## src/rtl/magia_stdio_tx.sv

```systemverilog
// Tile-side stdio/EOC initiator: turns MMIO characters, error counts and the exit code into
// single-beat AXI4 writes, one transaction outstanding at a time.
module magia_stdio_tx #(
  parameter int unsigned HART_ID     = 0,
  parameter int unsigned FIFO_DEPTH  = 8,
  parameter int unsigned ID_W        = 2,
  parameter logic [31:0] STDOUT_BASE = 32'hFFFF0004,
  parameter logic [31:0] STDERR_ADDR = 32'hFFFF0000,
  parameter logic [31:0] EOC_BASE    = 32'hCC030000
) (
  input  logic            clk,
  input  logic            rst_n,
  input  logic            char_valid_i,
  input  logic [7:0]      char_data_i,
  output logic            char_ready_o,
  input  logic            err_valid_i,
  input  logic [7:0]      err_count_i,
  output logic            err_ready_o,
  input  logic            exit_valid_i,
  input  logic [15:0]     exit_code_i,
  output logic            exit_ready_o,
  output logic            aw_valid_o,
  input  logic            aw_ready_i,
  output logic [31:0]     aw_addr_o,
  output logic [ID_W-1:0] aw_id_o,
  output logic [7:0]      aw_len_o,
  output logic [2:0]      aw_size_o,
  output logic            w_valid_o,
  input  logic            w_ready_i,
  output logic [31:0]     w_data_o,
  output logic [3:0]      w_strb_o,
  output logic            w_last_o,
  input  logic            b_valid_i,
  output logic            b_ready_o,
  input  logic [1:0]      b_resp_i,
  output logic            busy_o,
  output logic            done_o,
  output logic            resp_err_o,
  output logic [15:0]     chars_sent_o
);

  localparam int unsigned PtrW       = $clog2(FIFO_DEPTH);
  localparam logic [31:0] StdoutAddr = STDOUT_BASE + 32'(4 * HART_ID);
  localparam logic [31:0] EocAddr    = EOC_BASE + 32'(2 * HART_ID);
  localparam logic [31:0] HartIdVec  = 32'(HART_ID);
  localparam logic        ExitLane   = EocAddr[1];

  typedef enum logic [1:0] {StIdle, StAddr, StResp, StDone} state_e;

  state_e state_q, state_d;

  logic [7:0]    fifo_mem [FIFO_DEPTH];
  logic [PtrW:0] wr_ptr_q, rd_ptr_q;
  logic          fifo_empty, fifo_full, push, pop;

  logic        err_pending_q, err_take;
  logic [7:0]  err_data_q;

  logic [31:0] addr_q, addr_d, data_q, data_d;
  logic [3:0]  strb_q, strb_d;
  logic [2:0]  size_q, size_d;
  logic        is_char_q, is_char_d, is_exit_q, is_exit_d;
  logic        aw_done_q, aw_done_d, w_done_q, w_done_d;
  logic        resp_err_q, resp_err_d;
  logic [15:0] chars_sent_q, chars_sent_d;

  // Extra MSB on each pointer tells a full FIFO from an empty one.
  assign fifo_empty = (wr_ptr_q == rd_ptr_q);
  assign fifo_full  = (wr_ptr_q[PtrW] != rd_ptr_q[PtrW]) &&
                      (wr_ptr_q[PtrW-1:0] == rd_ptr_q[PtrW-1:0]);

  assign done_o       = (state_q == StDone);
  assign char_ready_o = !fifo_full && !done_o;
  assign err_ready_o  = !err_pending_q && !done_o;
  assign exit_ready_o = (state_q == StIdle) && fifo_empty && !err_pending_q && !done_o &&
                        !char_valid_i;
  assign push         = char_valid_i && char_ready_o;

  assign aw_valid_o   = (state_q == StAddr) && !aw_done_q;
  assign w_valid_o    = (state_q == StAddr) && !w_done_q;
  assign b_ready_o    = (state_q == StResp);
  assign aw_addr_o    = addr_q;
  assign aw_id_o      = HartIdVec[ID_W-1:0];
  assign aw_len_o     = 8'd0;
  assign aw_size_o    = size_q;
  assign w_data_o     = data_q;
  assign w_strb_o     = strb_q;
  assign w_last_o     = 1'b1;
  assign busy_o       = !fifo_empty || (state_q == StAddr) || (state_q == StResp);
  assign resp_err_o   = resp_err_q;
  assign chars_sent_o = chars_sent_q;

  always_ff @(posedge clk) begin
    if (push) fifo_mem[wr_ptr_q[PtrW-1:0]] <= char_data_i;
  end

  always_comb begin
    state_d      = state_q;
    addr_d       = addr_q;
    data_d       = data_q;
    strb_d       = strb_q;
    size_d       = size_q;
    is_char_d    = is_char_q;
    is_exit_d    = is_exit_q;
    aw_done_d    = aw_done_q;
    w_done_d     = w_done_q;
    resp_err_d   = resp_err_q;
    chars_sent_d = chars_sent_q;
    pop          = 1'b0;
    err_take     = 1'b0;
    unique case (state_q)
      StIdle: begin
        aw_done_d = 1'b0;
        w_done_d  = 1'b0;
        if (err_pending_q) begin
          addr_d    = STDERR_ADDR;
          data_d    = {24'b0, err_data_q};
          strb_d    = 4'b0001;
          size_d    = 3'd0;
          is_char_d = 1'b0;
          is_exit_d = 1'b0;
          err_take  = 1'b1;
          state_d   = StAddr;
        end else if (!fifo_empty) begin
          addr_d    = StdoutAddr;
          data_d    = {24'b0, fifo_mem[rd_ptr_q[PtrW-1:0]]};
          strb_d    = 4'b0001;
          size_d    = 3'd0;
          is_char_d = 1'b1;
          is_exit_d = 1'b0;
          pop       = 1'b1;
          state_d   = StAddr;
        end else if (exit_valid_i && exit_ready_o) begin
          addr_d    = EocAddr;
          data_d    = ExitLane ? {exit_code_i, 16'h0000} : {16'h0000, exit_code_i};
          strb_d    = ExitLane ? 4'b1100 : 4'b0011;
          size_d    = 3'd1;
          is_char_d = 1'b0;
          is_exit_d = 1'b1;
          state_d   = StAddr;
        end
      end
      StAddr: begin
        if (aw_valid_o && aw_ready_i) aw_done_d = 1'b1;
        if (w_valid_o && w_ready_i)   w_done_d  = 1'b1;
        if (aw_done_d && w_done_d)    state_d   = StResp;
      end
      StResp: begin
        if (b_valid_i) begin
          if (b_resp_i != 2'b00) resp_err_d = 1'b1;
          if (is_char_q && (chars_sent_q != 16'hFFFF)) chars_sent_d = chars_sent_q + 16'd1;
          state_d = is_exit_q ? StDone : StIdle;
        end
      end
      StDone: ;
      default: state_d = StIdle;
    endcase
  end

  // Reset input is active-high despite its name.
  always_ff @(posedge clk or posedge rst_n) begin
    if (rst_n) begin
      state_q       <= StIdle;
      wr_ptr_q      <= '0;
      rd_ptr_q      <= '0;
      err_pending_q <= 1'b0;
      err_data_q    <= 8'd0;
      addr_q        <= 32'd0;
      data_q        <= 32'd0;
      strb_q        <= 4'd0;
      size_q        <= 3'd0;
      is_char_q     <= 1'b0;
      is_exit_q     <= 1'b0;
      aw_done_q     <= 1'b0;
      w_done_q      <= 1'b0;
      resp_err_q    <= 1'b0;
      chars_sent_q  <= 16'd0;
    end else begin
      state_q      <= state_d;
      addr_q       <= addr_d;
      data_q       <= data_d;
      strb_q       <= strb_d;
      size_q       <= size_d;
      is_char_q    <= is_char_d;
      is_exit_q    <= is_exit_d;
      aw_done_q    <= aw_done_d;
      w_done_q     <= w_done_d;
      resp_err_q   <= resp_err_d;
      chars_sent_q <= chars_sent_d;
      if (push) wr_ptr_q <= wr_ptr_q + 1'b1;
      if (pop)  rd_ptr_q <= rd_ptr_q + 1'b1;
      if (err_take) begin
        err_pending_q <= 1'b0;
      end else if (err_valid_i && err_ready_o) begin
        err_pending_q <= 1'b1;
        err_data_q    <= err_count_i;
      end
    end
  end

endmodule

```

## config.mk

```make
export PLATFORM = sky130hd
export DESIGN_NAME = magia_stdio_tx
export DESIGN_NICKNAME = d
export VERILOG_FILES = /design/src/rtl/magia_stdio_tx.sv
export SDC_FILE = /design/constraint.sdc
export NUM_CORES = 1
export LEC_CHECK = 0
export BUFFER_PORTS_ARGS = -buffer_cell sky130_fd_sc_hd__buf_2
export CORE_MARGIN = 4
export CORE_UTILIZATION = 30
export CTS_CLUSTER_SIZE = 20
export DETAILED_ROUTE_END_ITERATION = 16
export GPL_ROUTABILITY_DRIVEN = 0
export PLACE_DENSITY = 0.51
export SLEW_MARGIN = 10
export SYNTH_ARGS = -nofsm -noshare
export SYNTH_HDL_FRONTEND = slang
export SYNTH_SLANG_ARGS = --single-unit
```

## constraint.sdc

```tcl
create_clock -name clk -period 2.13 [get_ports clk]
set_clock_uncertainty 0.1 [all_clocks]
set_input_delay 0.1065 -clock clk [delete_from_list [all_inputs] [get_ports clk]]
set_output_delay 0.1065 -clock clk [all_outputs]
set_load 0.05 [all_outputs]
```

* After elaboration in Yosys (flattened, before gate mapping)
Memory sizes are Yosys's and may differ from the RTL's. Cells that the tools add are included.
Operators by class: add/subtract/negate cells 3, multipliers 0, divide/modulo/power cells 0, $lt $le $gt $ge 0, equal/unequal tests 11, shift-type cells 0, mux-type cells 40, bitwise operators 1, reductions and logical operators 35
Operator list (number):
- $mux W32 | 6
- $mux W1 | 19
- $add A16 B1 Y16 const B | 1
- $logic_and A1 B1 Y1 | 16
- $ne A16 B16 Y1 const B | 1
- $mux W2 | 6
- $mux W4 | 3
- $mux W3 | 3
- $add A4 B1 Y4 const B | 2
- $logic_not A1 Y1 | 7
- $pmux W2 S3 | 1
- $reduce_and A3 Y1 | 2
- $reduce_bool A2 Y1 | 3
- $eq A2 B2 Y1 const B | 2
- $eq A4 B4 Y1 | 1
- $ne A4 B3 Y1 const B | 1
- $pmux W1 S2 | 2
- $reduce_and A2 Y1 | 2
- $reduce_and A4 Y1 | 1
- $eq A3 B3 Y1 | 1
- $ne A3 B1 Y1 const B | 1
- $reduce_bool A3 Y1 | 1
- $eq A2 B1 Y1 const B | 1
- $logic_not A2 Y1 | 1
- 5 further kinds | 6
Storage, ports and cells: register bits after elaboration 111, bits in latches 0, memory bits (writable) 64, memory bits (read-only) 0, logic and storage cells 106, memories kept 1
Memory list:
- fifo_mem | words 8, width 8, read ports 1, clocked after memory_dff 0, write ports 1, RTL line 52 | logic [7:0] fifo_mem [FIFO_DEPTH];

* Logic depth before layout (Yosys ltp)
Gate-level depths: netlist of run 1.
word-level depth 10, mapped depth 8, mapped depth without buffers 7

* Worst setup path before layout of run 1
No wires, ideal clock.
kind register -> register, start register state_q[0], end memory fifo_mem[0][0] (enable), arrival 2.849 ns, data required time 1.647 ns, setup slack -1.202 ns, cell stages (with the launch flop) 6, clock period less this slack 3.332 ns, cells stage by stage dfrtp_1 -> ha_1 -> a41oi_1 -> and2_1 -> nand2b_1 -> nor3_1
Between the ends: longest elaborated chain between the ends 6
RTL lines:
- start: declaration | RTL line 50 | state_e state_q, state_d;
- start signal: assignment | RTL line 163 | state_q <= StIdle;
- start signal: assignment | RTL line 179 | state_q <= state_d;
- $eq A2 B2 Y1 | RTL line 72 | assign done_o = (state_q == StDone);
- net done_o | RTL line 37 | output logic done_o,
- $logic_not A1 Y1 | RTL line 73 | assign char_ready_o = !fifo_full && !done_o;
- $logic_and A1 B1 Y1 | RTL line 73
- net char_ready_o | RTL line 15 | output logic char_ready_o,
- $logic_and A1 B1 Y1 | RTL line 77 | assign push = char_valid_i && char_ready_o;
- $mux W1 | RTL line 94 | if (push) fifo_mem[wr_ptr_q[PtrW-1:0]] <= char_data_i;
- $mux W1 (implied by the code) | RTL line 94
- end: declaration | RTL line 52
The timed path passes the listed nets, and every way through them passes these cells.

* Final worst setup path of run 1
start register rd_ptr_q[3], end output exit_ready_o
Between the ends: longest elaborated chain between the ends 5
RTL lines:
- start: declaration | RTL line 53 | logic [PtrW:0] wr_ptr_q, rd_ptr_q;
- start signal: assignment | RTL line 191 | if (pop) rd_ptr_q <= rd_ptr_q + 1'b1;
- $eq A4 B4 Y1 | RTL line 68 | assign fifo_empty = (wr_ptr_q == rd_ptr_q);
- $logic_and A1 B1 Y1 (4 in a row) | RTL line 75 | assign exit_ready_o = (state_q == StIdle) && fifo_empty && !err_pending_q && !done_o &&
- end: declaration | RTL line 21 | output logic exit_ready_o,
No other way between the ends.

==> flow_summary.json, run 1 <==
{
  "numCtsBuffers": 17,
  "start_kind": "register",
  "yosys-top-cells-count": "buf_4, edfxtp_1, dfrtp_1",
  "crit_path_top_delay_cell": "dfrtp_1",
  "crit_path_start": "rd_ptr_q[3]",
  "totalNegativeSetupSlack_ns": 0,
  "dieWidth_um": 146.8,
  "yosysWarnings": 0,
  "path_cells": "xor2_2, and4b_4, nand2b_2, nor4_4, buf_6",
  "internal_power_mw": 6.329,
  "die_area_um2": 21560,
  "end_kind": "primary output",
  "dp_hpwl_um": 9274,
  "grt_start_max_net_pins": 29,
  "setup_viol": 0,
  "nFillCells": 1770,
  "worstPathMaxFanout": 4,
  "holdPathStages": 4,
  "synthTopCellsByArea": "edfxtp_1, dfrtp_1, buf_4, mux4_1, mux4_2",
  "n_antenna_cell": 0,
  "rows": 50,
  "portBuffers": 102,
  "synth_top_area_share": 0.3323,
  "reg2reg_depth": 7,
  "maxCapViolations": 0,
  "grt_pass1_wl_um": 20240,
  "vias": 3624,
  "power.switching_mw": 4.544,
  "syn_area_um2": 5783,
  "crit_end": "exit_ready_o",
  "drc_errors": 0,
  "nets": 613,
  "synth-seq-cells": 122,
  "drtAntennaViolNets": 0,
  "dr.pass1.iters": 4,
  "synth-async-reset-ratio": 0.4754,
  "ys_types": 46,
  "yosysSeqAreaShare": 0.5833,
  "min_period_over_period": 0.9807,
  "clk_latency_ns": 0.41,
  "synth.most_common_cell": "buf_4",
  "power_density_nw_per_um2": 1455,
  "final_util": 0.3967,
  "fmax_mhz": 478.7,
  "critical_path_class": "register to primary output",
  "grt-ovfl-total": 0,
  "coreArea_um2": 18830,
  "cts_tree": "done",
  "hold_path_class": "input port to register",
  "clkPwrFrac": 0.240,
  "arrival_ns": 1.88,
  "die_h_um": 146.8,
  "crit_required_ns": 1.92,
  "cts.sinks": 122,
  "clock_path_buffers": 2,
  "cts.reportedPaths.clkPinSlew_ns": 0.06,
  "final_max_slew_viol_count": 0,
  "worst_ir_drop_vdd_mv": 0.5757,
  "switching_share": 0.4180,
  "synth_edf_count": 64,
  "yosys.area_share.simple": 0.09152,
  "rsz0062_at_grt": "yes",
  "synth_xor_area_frac": 0.03332,
  "grt_pass1_vias": 3616,
  "synth_compound_area_frac": 0.06361,
  "place_area_um2": 6540,
  "outcome": "completed",
  "areaGrowthSynthToFinish_pct": 29.19,
  "cts_htree_levels": 4,
  "routed_wl_um": 12830,
  "synth_ff_type": "edfxtp_1",
  "syn-instance-count": 422,
  "routedWlPerCell_um": 15.33,
  "io_pins": 149,
  "fin_area_um2": 7471,
  "total_power_mw": 10.87,
  "track_usage": 0.1199,
  "synthAdderAreaFrac": 0.01514,
  "leakage_nw": 3.125,
  "drive_gt1_frac": 0.3778,
  "grtUsageMet1": 0.1514,
  "synth_top_family_by_area": "buffers and inverters",
  "pwr-share-seq": 0.314,
  "hold_ws_ns": 0.06701,
  "min_period_ns": 2.089,
  "synthMuxAreaShare": 0.1026,
  "rrSetupSlack_ns": 0.11,
  "worstReg2RegEnd": "w_data_o[7]",
  "cts-root-buf": "clkbuf_16",
  "initial_core_util": 0.3071,
  "busiest_layer": "met2",
  "avgSynthCellArea_um2": 13.70,
  "vias_per_cell": 4.330,
  "pwr-share-comb": 0.446,
  "finalHoldViolations": 0,
  "drt_iter0_markers": 148,
  "cp_slowest_stage_delay_ns": 0.42,
  "met2_usage": 0.1998,
  "antenna_found_initial": 0,
  "use_met3": 0.02745,
  "synth_area_leader_cell": "edfxtp_1",
  "r2r_start": "rd_ptr_q[3]"
}
worst max-delay path: cells and delay by family, from the launching register on:
family | cells | cell delay, ns
xor+xnor | 1 | 0.21
simple gates | 3 | 0.64
buf+inv | 1 | 0.20
flops | 1 | 0.42
per-stage QoR:
stage,setup slack [ns],std cells
2_1_floorplan,-0.1395,466
3_3_place_gp,0.03388,769
3_5_place_dp,-0.05342,769
4_1_cts,0.002432,832
5_1_grt,-0.03691,837
6_report,0.04121,837
cell families after synthesis:
kind of cell,after synthesis
other,2
and+or+nand+nor,102
AOI/OAI and AO/OA,44
DFF,122
buffers and inverters,88
adders and majority gates,7
muxes,35
xor gates and xnor gates,22
timing repair:
action                     CTS  global route
hold endpoints to repair   143             0
setup buffers                1             5
pin swaps                    0             0
gates resized for setup      7             4
setup endpoints to repair    3             8
hold buffers                30             0
power groups by stage:
stage / clock, mW / combinational (mW) / sequential, mW
final: 2.61 / 4.85 / 3.42
after global routing: 2.79 / 5.21 / 3.49
after CTS: 2.70 / 4.87 / 3.42
after detailed placement: 0 / 4.75 / 3.45
after global placement: 0 / 4.71 / 3.44
after floorplan: 0 / 3.57 / 3.78
layer usage:
| metal | share of wire | up-vias |
|---|---|---|
| met5 | 0 | - |
| met2 | 0.49 | 134 |
| met3 | 0.054 | 10 |
| li1 | - | 1717 |
| met1 | 0.45 | 1763 |
| met4 | 0.014 | 0 |
state kept, by name, summed over array words and instances, names as in the netlist:
signal         flops
aw_done_q          1
state_q            2
w_strb_o           1
w_done_q           1
rd_ptr_q           4
wr_ptr_q           4
err_pending_q      1
fifo_mem          64
resp_err_o         1
chars_sent_o      16
aw_addr_o          3
err_data_q         8
w_data_o          16
cells in the final DEF, fill, tap and decap left out, types with 4 or more instances in the layout:
cell,netlist,routed
nand2b_1,6,4
nand2_1,22,22
buf_2,6,100
mux4_1,8,8
clkinv_4,0,4
buf_12,1,5
a21oi_1,13,13
edfxtp_1,64,64
inv_1,7,5
xnor2_1,19,16
mux2_2,10,10
nor2_2,1,5
a221oi_2,8,8
nor2_1,23,17
inv_6,0,6
nand4_1,8,8
dfrtp_1,58,58
dlygate4sd3_1,0,30
ha_1,7,5
nor3_1,10,8
nor2b_1,8,8
mux2i_1,9,9
clkbuf_16,0,17
nand3_1,9,9
a22o_1,9,9
mux4_2,8,8
buf_4,66,24
conb_1,2,46
how the worst min path moves through the flow:
stage | start | endpoint | slack [ns]
after floorplan | char_data_i[0] | fifo_mem[0][0] | 0.11
after global placement | rst_n | aw_done_q | -0.04
after detailed placement | rst_n | aw_done_q | -0.03
after CTS | exit_code_i[0] | w_data_o[0] | 0.05
after global routing | exit_code_i[4] | w_data_o[4] | 0.09
final | exit_code_i[0] | w_data_o[0] | 0.07
final cells by class:
type	instances	area [um2]	share of cell area
repair buffers	160	1092	0.1462
well taps	260	325.3	0.04354
multi-input cells	256	2112	0.2827
inverters	7	26.28	0.003517
clock buffers	17	425.4	0.05694
clock inverters	15	116.4	0.01558
flip-flops and latches	122	3373	0.4515
Power figures use the tool's default switching activity.
==> inputs of run 2 (changes only) <==
Settings changed: REMOVE_ABC_BUFFERS set to 1.
==> flow_summary.json, run 2 (synthesis gave the netlist of run 1 again) <==
{
  "coreArea_um2": 18830,
  "grt_pass1_wl_um": 19910,
  "crit_required_ns": 1.92,
  "r2r_start": "rd_ptr_q[0]",
  "dieWidth_um": 146.8,
  "outcome": "completed",
  "nets": 612,
  "arrival_ns": 1.88,
  "hold_path_class": "input port to register",
  "track_usage": 0.1190,
  "total_power_mw": 10.83,
  "worstReg2RegEnd": "w_data_o[3]",
  "numCtsBuffers": 17,
  "path_cells": "xor2_1, and4b_4, buf_4, nand2_1, buf_2",
  "largest_reg_flops": 64,
  "portBuffers": 102,
  "cts_tree": "done",
  "fmax_mhz": 480.3,
  "clkPwrFrac": 0.266,
  "io_pins": 149,
  "worst_ir_drop_vdd_mv": 0.5451,
  "dp_hpwl_um": 9092,
  "reg2reg_depth": 6,
  "cts_htree_levels": 4,
  "critical_path_class": "register to primary output",
  "end_kind": "primary output",
  "critical-path-top-delay-family": "simple AND/OR/NAND/NOR gates",
  "drive_gt1_frac": 0.3559,
  "crit_path_top_delay_cell": "dfrtp_1",
  "drc_errors": 0,
  "cp.depth": 5,
  "antenna_found_initial": 0,
  "rows": 50,
  "leakage_nw": 3.124,
  "start_kind": "register",
  "drt_iter0_markers": 218,
  "drtAntennaViolNets": 0,
  "finalHoldViolations": 0,
  "min_period_over_period": 0.9774,
  "vias": 3668,
  "clk_latency_ns": 0.42,
  "power_density_nw_per_um2": 1474,
  "die_area_um2": 21560,
  "slew_headroom": 0.4872,
  "pwr-share-seq": 0.314,
  "grt_pass1_vias": 3618,
  "totalNegativeSetupSlack_ns": 0,
  "cp_slowest_stage_delay_ns": 0.41,
  "rrSetupSlack_ns": 0.13,
  "layout_commonest_cell": "buf_2",
  "maxCapViolations": 0,
  "power.switching_mw": 4.484,
  "rsz0062_at_grt": "yes",
  "worstPathMaxFanout": 8,
  "dr.pass1.iters": 4,
  "routed_wl_um": 12600,
  "switching_share": 0.4141,
  "internal_power_mw": 6.344,
  "pwr-share-comb": 0.420,
  "routedWlPerCell_um": 15.05,
  "grt-ovfl-total": 0,
  "cts.reportedPaths.clkPinSlew_ns": 0.06,
  "layout_common_cells": "buf_2, edfxtp_1, dfrtp_1",
  "min_period_ns": 2.082,
  "die_h_um": 146.8,
  "nFillCells": 1749,
  "setup_viol": 0,
  "worst_pin_slew_ns": 0.7681,
  "clock_path_buffers": 2,
  "cts-root-buf": "clkbuf_16",
  "crit_buf_inv": 2,
  "cts.sinks": 122,
  "initial_core_util": 0.3071,
  "areaGrowthSynthToFinish_pct": 27.00,
  "crit_path_start": "rd_ptr_q[3]",
  "grt_start_max_net_pins": 36,
  "crit_end": "busy_o",
  "final_max_slew_viol_count": 0,
  "vias_per_cell": 4.382
}
[run 2: cell count changes in the layout (fill, tap and decap cells not counted), moves of 3 or more]
cell      previous run  this run
buf_12               5         1
nor2_1              17        23
inv_8                0         5
nor2_2               5         1
clkinv_4             4         1
[run 2: area by class of cell]
type	instances	area [um2]	share of cell area
Clock buffer	17	425.4	0.05792
Multi-Input combinational cell	256	1982	0.2698
Inverter	7	26.28	0.003578
Sequential cell	122	3376	0.4596
Tap cell	260	325.3	0.04429
Timing Repair Buffer	159	1036	0.1411
Antenna cell	1	2.502	0.0003407
Clock inverter	15	171.4	0.02334
[run 2: metal layers]
metal / track usage / wire length (um) / part of all wire
met2: 0.1943 / 6141 / 0.49
met4: 0.04327 / 190 / 0.015
met1: 0.1494 / 5477 / 0.43
met3: 0.03671 / 789 / 0.063
met5: 0 / 0 / 0
[run 2: worst min-delay path by stage]
stage	startpoint	cells past startpoint	endpoint	slack (ns)
6_report	exit_code_i[5]	4	w_data_o[5]	0.07
5_1_grt	exit_code_i[4]	4	w_data_o[4]	0.08
4_1_cts	exit_code_i[5]	4	w_data_o[5]	0.05
3_5_place_dp	rst_n	2	chars_sent_o[3]	0.19
3_3_place_gp	rst_n	2	chars_sent_o[3]	0.19
2_1_floorplan	char_data_i[0]	0	fifo_mem[0][0]	0.11
[run 2: worst reg2reg max path: stages (launching register included)]
cell	delay (ns)
dfrtp_2	0.42
buf_6	0.20
mux4_1	0.59
mux2i_1	0.19
nor3_1	0.08
a221oi_2	0.19
a21oi_1	0.10
[run 2: per-stage QoR]
stage,instances,cell area (um2),hold WS [ns],setup WS [ns],util
floorplan,385,5343,0.1054,-1.721,-
finish,837,7345,0.07419,0.04811,0.3900
global placement,773,6386,0.1934,0.05840,0.3391
detailed placement,773,6386,0.1949,0.02220,0.3391
CTS,836,7310,0.04712,0.008144,0.3882
global route,836,7342,0.07966,-0.01429,0.3899
[run 2: what timing repair did]
| item | CTS | global route |
|---|---|---|
| endpoints found under the hold margin | 118 | 0 |
| resized for setup | 4 | 10 |
| gates cloned | 0 | 0 |
| pin swaps | 1 | 0 |
| endpoints found under the setup margin | 1 | 69 |
| setup buffers | 1 | 0 |
| hold buffers | 30 | 0 |
[run 2: power by group through the flow]
stage	sequential (mW)	clock, mW	combinational (mW)
floorplan	4.28	0	2.21
global placement	3.42	0	4.41
detailed placement	3.43	0	4.44
CTS	3.40	2.95	4.54
global route	3.47	3.07	4.90
finish	3.40	2.88	4.55
